--- src/rtl/bios_burst_sink.sv ---
// bios_burst_sink: consumer end of the BIOS download handshake.
// Pulls fixed-length bursts from the producer with bios_req and buffers them in a
// show-ahead FIFO. The FIFO is drained to a memory write port using req/ready.
// Handshake on the memory side: a word transfers on every rising edge where
// mem_req & mem_ready; while mem_req is high and mem_ready is low, mem_addr
// and mem_data hold their values.
module bios_burst_sink #(
   parameter int                BURST_LEN  = 32,
   parameter int                FIFO_DEPTH = 64,
   parameter int                MEM_AW     = 21,
   parameter logic [MEM_AW-1:0] BASE_ADDR  = MEM_AW'('h0F8000),
   parameter int                CNT_W      = 13
) (
   input  logic              clk_sdr,
   input  logic              rst_n,
   input  logic              start,
   input  logic              bios_wr,
   output logic              bios_req,
   input  logic [15:0]       bios_din,
   output logic              mem_req,
   input  logic              mem_ready,
   output logic [MEM_AW-1:0] mem_addr,
   output logic [15:0]       mem_data,
   output logic [CNT_W-1:0]  word_count,
   output logic              busy,
   output logic [1:0]        dbg_state
);

   localparam int PW = $clog2(FIFO_DEPTH);
   localparam int BW = $clog2(BURST_LEN);
   localparam int SW = (MEM_AW > CNT_W) ? MEM_AW : CNT_W;
   localparam logic [BW-1:0] LAST_BEAT = BW'(BURST_LEN - 1);
   localparam logic [PW:0]   FULL_OCC  = (PW + 1)'(FIFO_DEPTH);
   // Largest occupancy that still leaves room for a whole burst.
   localparam logic [PW:0]   FREE_LIM  = (PW + 1)'(FIFO_DEPTH - BURST_LEN);

   typedef enum logic [1:0] {
      S_IDLE = 2'd0,
      S_REQ  = 2'd1,
      S_HOLD = 2'd2
   } state_t;

   state_t             r_state;
   state_t             w_state_nxt;
   logic [BW-1:0]      r_beat;
   logic [BW-1:0]      w_beat_nxt;
   logic               r_hold;
   logic               w_hold_nxt;
   logic               r_req_d;
   logic               r_start_pend;
   logic [PW:0]        r_wr_ptr;
   logic [PW:0]        r_rd_ptr;
   logic [CNT_W-1:0]   r_word_count;
   logic [15:0]        r_fifo [FIFO_DEPTH];

   logic [PW:0]        w_occ;
   logic               w_empty;
   logic               w_full;
   logic               w_space_ok;
   logic               w_flush;
   logic               w_push;
   logic               w_pop;
   logic [SW-1:0]      w_addr_sum;

   assign w_occ      = r_wr_ptr - r_rd_ptr;
   assign w_empty    = (w_occ == '0);
   assign w_full     = (w_occ == FULL_OCC);
   assign w_space_ok = (w_occ <= FREE_LIM);

   // A start seen outside IDLE is parked and applied on the first IDLE cycle,
   // so a burst in flight always completes before its data is thrown away.
   assign w_flush = (r_state == S_IDLE) && (start || r_start_pend);
   // Capture lags the pull strobe by one cycle: bios_din answers last cycle's bios_req.
   assign w_push  = r_req_d;
   // A start in the same cycle as an accept wins; the accepted word is discarded.
   assign w_pop   = mem_req && mem_ready && !w_flush;

   // Pull FSM state, beat and hold counters
   always_ff @(posedge clk_sdr or negedge rst_n) begin
      if (!rst_n) begin
         r_state <= S_IDLE;
         r_beat  <= '0;
         r_hold  <= 1'b0;
      end else begin
         r_state <= w_state_nxt;
         r_beat  <= w_beat_nxt;
         r_hold  <= w_hold_nxt;
      end
   end

   // Pull FSM next state: IDLE -> REQ (BURST_LEN beats) -> HOLD (2 cycles) -> IDLE
   always_comb begin
      w_state_nxt = r_state;
      w_beat_nxt  = r_beat;
      w_hold_nxt  = r_hold;
      case (r_state)
         S_IDLE: begin
            if (bios_wr && w_space_ok) begin
               w_state_nxt = S_REQ;
               w_beat_nxt  = '0;
            end
         end
         S_REQ: begin
            if (r_beat == LAST_BEAT) begin
               w_state_nxt = S_HOLD;
               w_hold_nxt  = 1'b0;
            end else begin
               w_beat_nxt = r_beat + 1'b1;
            end
         end
         S_HOLD: begin
            // bios_wr is deliberately ignored here so the producer can drop it.
            if (r_hold) begin
               w_state_nxt = S_IDLE;
            end else begin
               w_hold_nxt = 1'b1;
            end
         end
         default: begin
            w_state_nxt = S_IDLE;
         end
      endcase
   end

   // Delayed pull strobe and parked start request
   always_ff @(posedge clk_sdr or negedge rst_n) begin
      if (!rst_n) begin
         r_req_d      <= 1'b0;
         r_start_pend <= 1'b0;
      end else begin
         r_req_d <= bios_req;
         if (w_flush) begin
            r_start_pend <= 1'b0;
         end else if (start && (r_state != S_IDLE)) begin
            r_start_pend <= 1'b1;
         end
      end
   end

   // FIFO read/write pointers (one extra bit distinguishes full from empty)
   always_ff @(posedge clk_sdr or negedge rst_n) begin
      if (!rst_n) begin
         r_wr_ptr <= '0;
         r_rd_ptr <= '0;
      end else if (w_flush) begin
         r_wr_ptr <= '0;
         r_rd_ptr <= '0;
      end else begin
         if (w_push) begin
            r_wr_ptr <= r_wr_ptr + 1'b1;
         end
         if (w_pop) begin
            r_rd_ptr <= r_rd_ptr + 1'b1;
         end
      end
   end

   // FIFO storage; contents need no reset because the pointers qualify them
   always_ff @(posedge clk_sdr) begin
      if (w_push && !w_flush) begin
         r_fifo[r_wr_ptr[PW-1:0]] <= bios_din;
      end
   end

   // Count of words accepted by memory since the last start
   always_ff @(posedge clk_sdr or negedge rst_n) begin
      if (!rst_n) begin
         r_word_count <= '0;
      end else if (w_flush) begin
         r_word_count <= '0;
      end else if (w_pop) begin
         r_word_count <= r_word_count + 1'b1;
      end
   end

   assign w_addr_sum = SW'(BASE_ADDR) + SW'(r_word_count);

   assign bios_req   = (r_state == S_REQ);
   assign mem_req    = !w_empty;
   assign mem_data   = w_empty ? 16'h0000 : r_fifo[r_rd_ptr[PW-1:0]];
   assign mem_addr   = w_addr_sum[MEM_AW-1:0];
   assign word_count = r_word_count;
   assign busy       = (r_state != S_IDLE) || !w_empty || r_start_pend;
   assign dbg_state  = r_state;

   // The free-space check in IDLE must make a push into a full FIFO impossible.
   a_no_overflow : assert property (@(posedge clk_sdr) disable iff (!rst_n)
      !(w_push && w_full && !w_pop));

endmodule
--- config.mk ---
export PLATFORM = sky130hd
export DESIGN_NAME = bios_burst_sink
export DESIGN_NICKNAME = d
export VERILOG_FILES = /design/src/rtl/bios_burst_sink.sv
export SDC_FILE = /design/constraint.sdc
export NUM_CORES = 1
export LEC_CHECK = 0
export BUFFER_PORTS_ARGS = -buffer_cell sky130_fd_sc_hd__buf_2
export CORE_MARGIN = 3
export CORE_UTILIZATION = 62
export DETAILED_ROUTE_END_ITERATION = 7
export PLACE_DENSITY_LB_ADDON = 0.08
export SLEW_MARGIN = 20
export SYNTH_ARGS = -nofsm -noshare
export SYNTH_HDL_FRONTEND = slang
export SYNTH_SLANG_ARGS = --single-unit
export TNS_END_PERCENT = 5
--- constraint.sdc ---
create_clock -name clk_sdr -period 3.7 [get_ports clk_sdr]
set_clock_uncertainty 0.05 [all_clocks]
set_input_delay 0.185 -clock clk_sdr [delete_from_list [all_inputs] [get_ports clk_sdr]]
set_output_delay 0.185 -clock clk_sdr [all_outputs]
set_load 0.005 [all_outputs]
# After elaboration in Yosys (flattened, before gate mapping)
# Memory sizes are Yosys's and may differ from the RTL's.
# Index checks and enable logic that the tools add are counted.
dict set report word_totals {
  memories 1
  inputBits 21
  ramBits 1024
  register_bits 37
  wordCells 65
  out_inout_bits 55
}
# memory words width rd rd_ports_with_merged_regs wr line_no
set mem_list {}
lappend mem_list {r_fifo 64 16 1 0 1 54} ;# logic [15:0] r_fifo [FIFO_DEPTH];
dict set report op_classes {
  n_lt_le_gt_ge 1
  add_sub_neg 6
  muxes 20
  n_reduce_logical 22
  n_eq_ne 7
}
# operator n
set op_table {}
lappend op_table {{7-bit 2-to-1 mux} 4}
lappend op_table {{13-bit 2-to-1 mux} 2}
lappend op_table {{20-bit by 13-bit adder with 21-bit output (first input constant)} 1}
lappend op_table {{16-bit 2-to-1 mux} 1}
lappend op_table {{7-bit by 1-bit adder with 7-bit output (second input constant)} 2}
lappend op_table {{13-bit by 1-bit adder with 13-bit output (second input constant)} 1}
lappend op_table {{2-bit nonzero test} 6}
lappend op_table {{5-bit 2-to-1 mux} 2}
lappend op_table {{5-bit one-hot mux with 2 select lines} 1}
lappend op_table {{7-bit by 6-bit less-or-equal comparator with 1-bit output (second input constant)} 1}
lappend op_table {{7-bit zero test} 1}
lappend op_table {{7-bit subtractor} 1}
lappend op_table {{1-bit logical AND} 6}
lappend op_table {{2-bit 2-to-1 mux} 3}
lappend op_table {{2-bit one-hot mux with 3 select lines} 1}
lappend op_table {{3-bit AND reduction} 2}
lappend op_table {{5-bit by 1-bit adder with 5-bit output (second input constant)} 1}
lappend op_table {{5-bit equality test (second input constant)} 1}
lappend op_table {{1-bit 2-to-1 mux} 5}
lappend op_table {{2-bit by 1-bit inequality test with 1-bit output (second input constant)} 2}
lappend op_table {{2-bit inequality test (second input constant)} 2}
lappend op_table {{1-bit logical OR} 3}
lappend op_table {{2-bit by 1-bit equality test with 1-bit output (second input constant)} 1}
lappend op_table {{2-bit equality test (second input constant)} 1}
lappend op_table {{other kinds (4)} 5}

# Longest topological paths before layout
dict set report depth {
  word_depth 7
  mapped_depth 13
  mapped_depth_nobuf 9
}

# Worst setup path after synthesis
# Ideal clock, no wire load.
dict set report synth_path {
  path_type {register to output}
  startpoint {register r_rd_ptr[2]}
  endpoint {output port mem_data[10]}
  n_path_buf 4
  t_required_ns 3.465
  stages_incl_launch_ff 13
  arrival_ns 3.206
  setup_slack_ns 0.259
  path_cell_list {dfrtp_1 > inv_2 > buf_1 > clkbuf_1 > ha_1 > nand3_1 > a21oi_1 > or4_4 > a2111oi_4 > buf_6 > inv_2 > clkbuf_1 > and4_1}
}
dict set report synth_between {
  elab_chain_cells 3
  elab_cells_between_ends 4
  cone_classes {1 x add/sub; 1 x mux; 1 x reduce/logical; 1 x memory}
}
# item line_no
set synth_lines {}
lappend synth_lines {{start: declaration} 52} ;# logic [PW:0] r_rd_ptr;
lappend synth_lines {{start signal: assignment} 153} ;# r_rd_ptr <= r_rd_ptr + 1'b1;
lappend synth_lines {{7-bit subtractor} 65} ;# assign w_occ = r_wr_ptr - r_rd_ptr;
lappend synth_lines {{7-bit zero test} 66} ;# assign w_empty = (w_occ == '0);
lappend synth_lines {{16-bit 2-to-1 mux (*)} 180} ;# assign mem_data = w_empty ? 16'h0000 : r_fifo[r_rd_ptr[PW-1:0]];
lappend synth_lines {{end: declaration} 23} ;# output logic [15:0] mem_data,
# Mark *: on every way between the ends. The rest lies on a longest branch, timed or not.

# Worst setup path in the final report
dict set report layout_path {
  startpoint {register r_rd_ptr[0]}
  endpoint {output port mem_data[4]}
}
# Same word-level chain as after synthesis.

==> impl_metrics.csv <==
group,metric,value,unit
min_path,hold_class,"in -> reg",
die,rows,94,
die,die_h,265,um
global_routing,grt_pass1_vias,21000,
global_routing,overflow,0,
logic_synthesis,synth-seq-cells,1061,
pwr,total_power,33400,uW
timing,setup_tns,0,ps
logic_synthesis,synthArstFlopShare,3.49,%
die,die_area,70200,um^2
drt,drc,0,
layout,final_nets,2272,
drt,vias,21300,
clocking,insertion_delay,640,ps
layout,final_cell_mix,"edfxtp_1, mux4_2, buf_4",
logic_synthesis,synth_edf_count,1024,
logic_synthesis,syn_inst,2035,
global_routing,antenna_found_initial,6,
drt,firstDrtPassIters,5,
layout,fill_cells,4015,
logic_synthesis,ys_seq_area_share,76.2,%
clocking,path_clk_slew,70,ps
layout,finalCoreUtilization,71.3,%
timing,rsz0062_at_grt,"yes",
timing,period_share,98.6,%
logic_synthesis,synth_cell_types,53,
clocking,clock-sinks,1061,
logic_synthesis,netlist_area,41600,um^2
die,io_pins,76,
setup_path,arrival,3410,ps
run_status,outcome,"completed",
logic_synthesis,synth_ff_type,"edfxtp_1",
pwr,power_density,707,nW/um^2
drt,routed_via_density,6.68,
die,die_x,265,um
setup_path,critPathLaunchType,"flop",
timing,maxSlewViolCount,0,
clocking,cts_buffer_depth,3,
die,coreArea,66100,um^2
logic_synthesis,post_synth.cell_area_avg,20.4,um^2
setup_path,cp.required,3460,ps
clocking,htree_levels,3,
drt,drt-initial-drc-count,2877,
job,cap_viol_max_count,0,
timing,period_minus_slack,3650,ps
pwr,ir_worst_vdd,0.000478,V
pwr,p_leak,0.0154,uW
timing,hold_viol_final,0,
timing,fmax,274,MHz
setup_path,end_kind,"primary output",
timing,slew_headroom,30.3,%
placed_design,dpl.hpwl,57.3,mm
clocking,ctsRootBufferMaster,"clkbuf_16",
logic_synthesis,ys_warn_count,0,
drt,wl_per_cell,30.4,um
global_routing,grt_max_degree,65,
global_routing,grt_usage,28.0,%
drt,routed_wl,96.9,mm
layout,multi_input_area,9230,um^2
layout,seqCellArea,31700,um^2
layout,drive_gt1_share,27.5,%
timing,finalSetupViolations,0,
setup_path,crit_fanout,10,
placed_design,place_congestion,0.860,
drt,ant_nets,0,
global_routing,grt_pass1_wl,143,mm
clocking,cts_tree,"built",
setup_path,worstSetupPathType,"reg -> out",
layout,area_growth,13.5,%
die,start_util,62.9,%
timing,worstMarginPinSlew,1040,ps
layout,final_common_cell,"edfxtp_1",
placed_design,io_buffers,67,
clocking,cts_inserted_buffers,101,
==> path summary, 6_finish.rpt <==
kind                                   start        endpoint  slack (ps)  cells after the start
worst max-delay path             r_rd_ptr[0]     mem_data[4]          50                      9
worst min-delay path             bios_din[1]   r_fifo[50][1]          30                      1
worst max register to register  r_start_pend  r_fifo[14][13]         860                      6
worst min register to register     r_beat[4]       r_beat[4]         500                      2
max in group asynchronous              rst_n     r_rd_ptr[0]        2830                      2
min in group asynchronous              rst_n   word_count[8]         150                      2
==> flip-flops by register name (all words and copies together), names as in the netlist, 2 cells and up <==
| name | cells |
|---|---|
| dbg_state | 2 |
| r_beat | 5 |
| r_fifo | 1024 |
| r_rd_ptr | 7 |
| r_wr_ptr | 7 |
| word_count | 13 |
==> layout make-up <==
cell class                      count  share of cell area [%]
Antenna cell                        1                 0.00531
Clock buffer                      136                    5.92
Clock inverter                     50                   0.979
Inverter                           13                   0.114
Multi-Input combinational cell    833                    19.6
Sequential cell                  1061                    67.2
Tap cell                          864                    2.29
Timing Repair Buffer              230                    3.93
==> worst max-delay path, cell delays in order (launching register included) <==
cell and delay, ps:
dfrtp_4 560, buf_4 210, clkbuf_16 190, mux4_2 510, mux2i_1 250, o21ai_0 170
nand2_1 230, nand3_1 250, and4_1 260, buf_2 130
==> metal layers <==
metal | up-vias | GRT usage (%) | wire length (um)
met4 | 6 | 7.99 | 2390
met1 | 11200 | 43.4 | 40100
li1 | 8843 | - | -
met2 | 1067 | 41.4 | 44700
met3 | 161 | 6.06 | 9640
met5 | - | 0 | 37
==> cells in the mapped netlist, drive strengths merged (13+ instances only) <==
cell type | n | area (um^2)
a21oi | 36 | 184
a221oi | 33 | 289
a22oi | 21 | 158
buf | 76 | 463
clkbuf | 58 | 218
dfrtp | 37 | 926
edfxtp | 1024 | 30700
inv | 13 | 48.8
mux2 | 13 | 146
mux2i | 76 | 761
mux4 | 238 | 5360
nand2 | 57 | 214
nand3 | 37 | 185
nor2 | 120 | 450
o21ai | 58 | 290
o221ai | 24 | 210
or3 | 15 | 93.8
==> per-stage QoR <==
step	worst slack, ps	hold WS (ps)	instance area [um^2]	cells
after floorplan	259	-161	41600	2041
after global placement	491	279	43500	2972
after detailed placement	528	287	43500	2972
after CTS	-10.8	14.9	46800	3165
after global routing	-21.0	44.1	47200	3187
final	50.9	31.5	47200	3188
==> kinds of logic (layout without fill, tap and decap cells) <==
kind of cell	after synthesis	in the layout	share of synthesized area (%)
mux	327	327	15.1
compound gates	194	194	3.19
other cells	2	9	0.0181
buf+inv	147	429	1.76
simple gates	284	284	3.22
flops	1061	1061	76.2
xor+xnor	9	9	0.190
fa+ha+maj	11	11	0.331
==> repair_timing <==
action	4_1_cts	5_1_grt
buffers inserted	1	18
gates resized for setup	2	23
endpoints found under the hold margin	77	0
hold buffers	6	0
endpoints found under the setup margin	17	17
gates cloned	0	4
pin swaps	0	1
==> where the power goes <==
group / total [uW] / switching [uW] / leakage [uW] / internal, uW
Combinational: 9150 / 5150 / 0.00410 / 4000
Sequential: 14100 / 275 / 0.00970 / 13800
Clock: 10100 / 4280 / 0.00159 / 5840
Total: 33400 / 9700 / 0.0154 / 23700
Note: power is estimated with default switching activity, not from simulation.
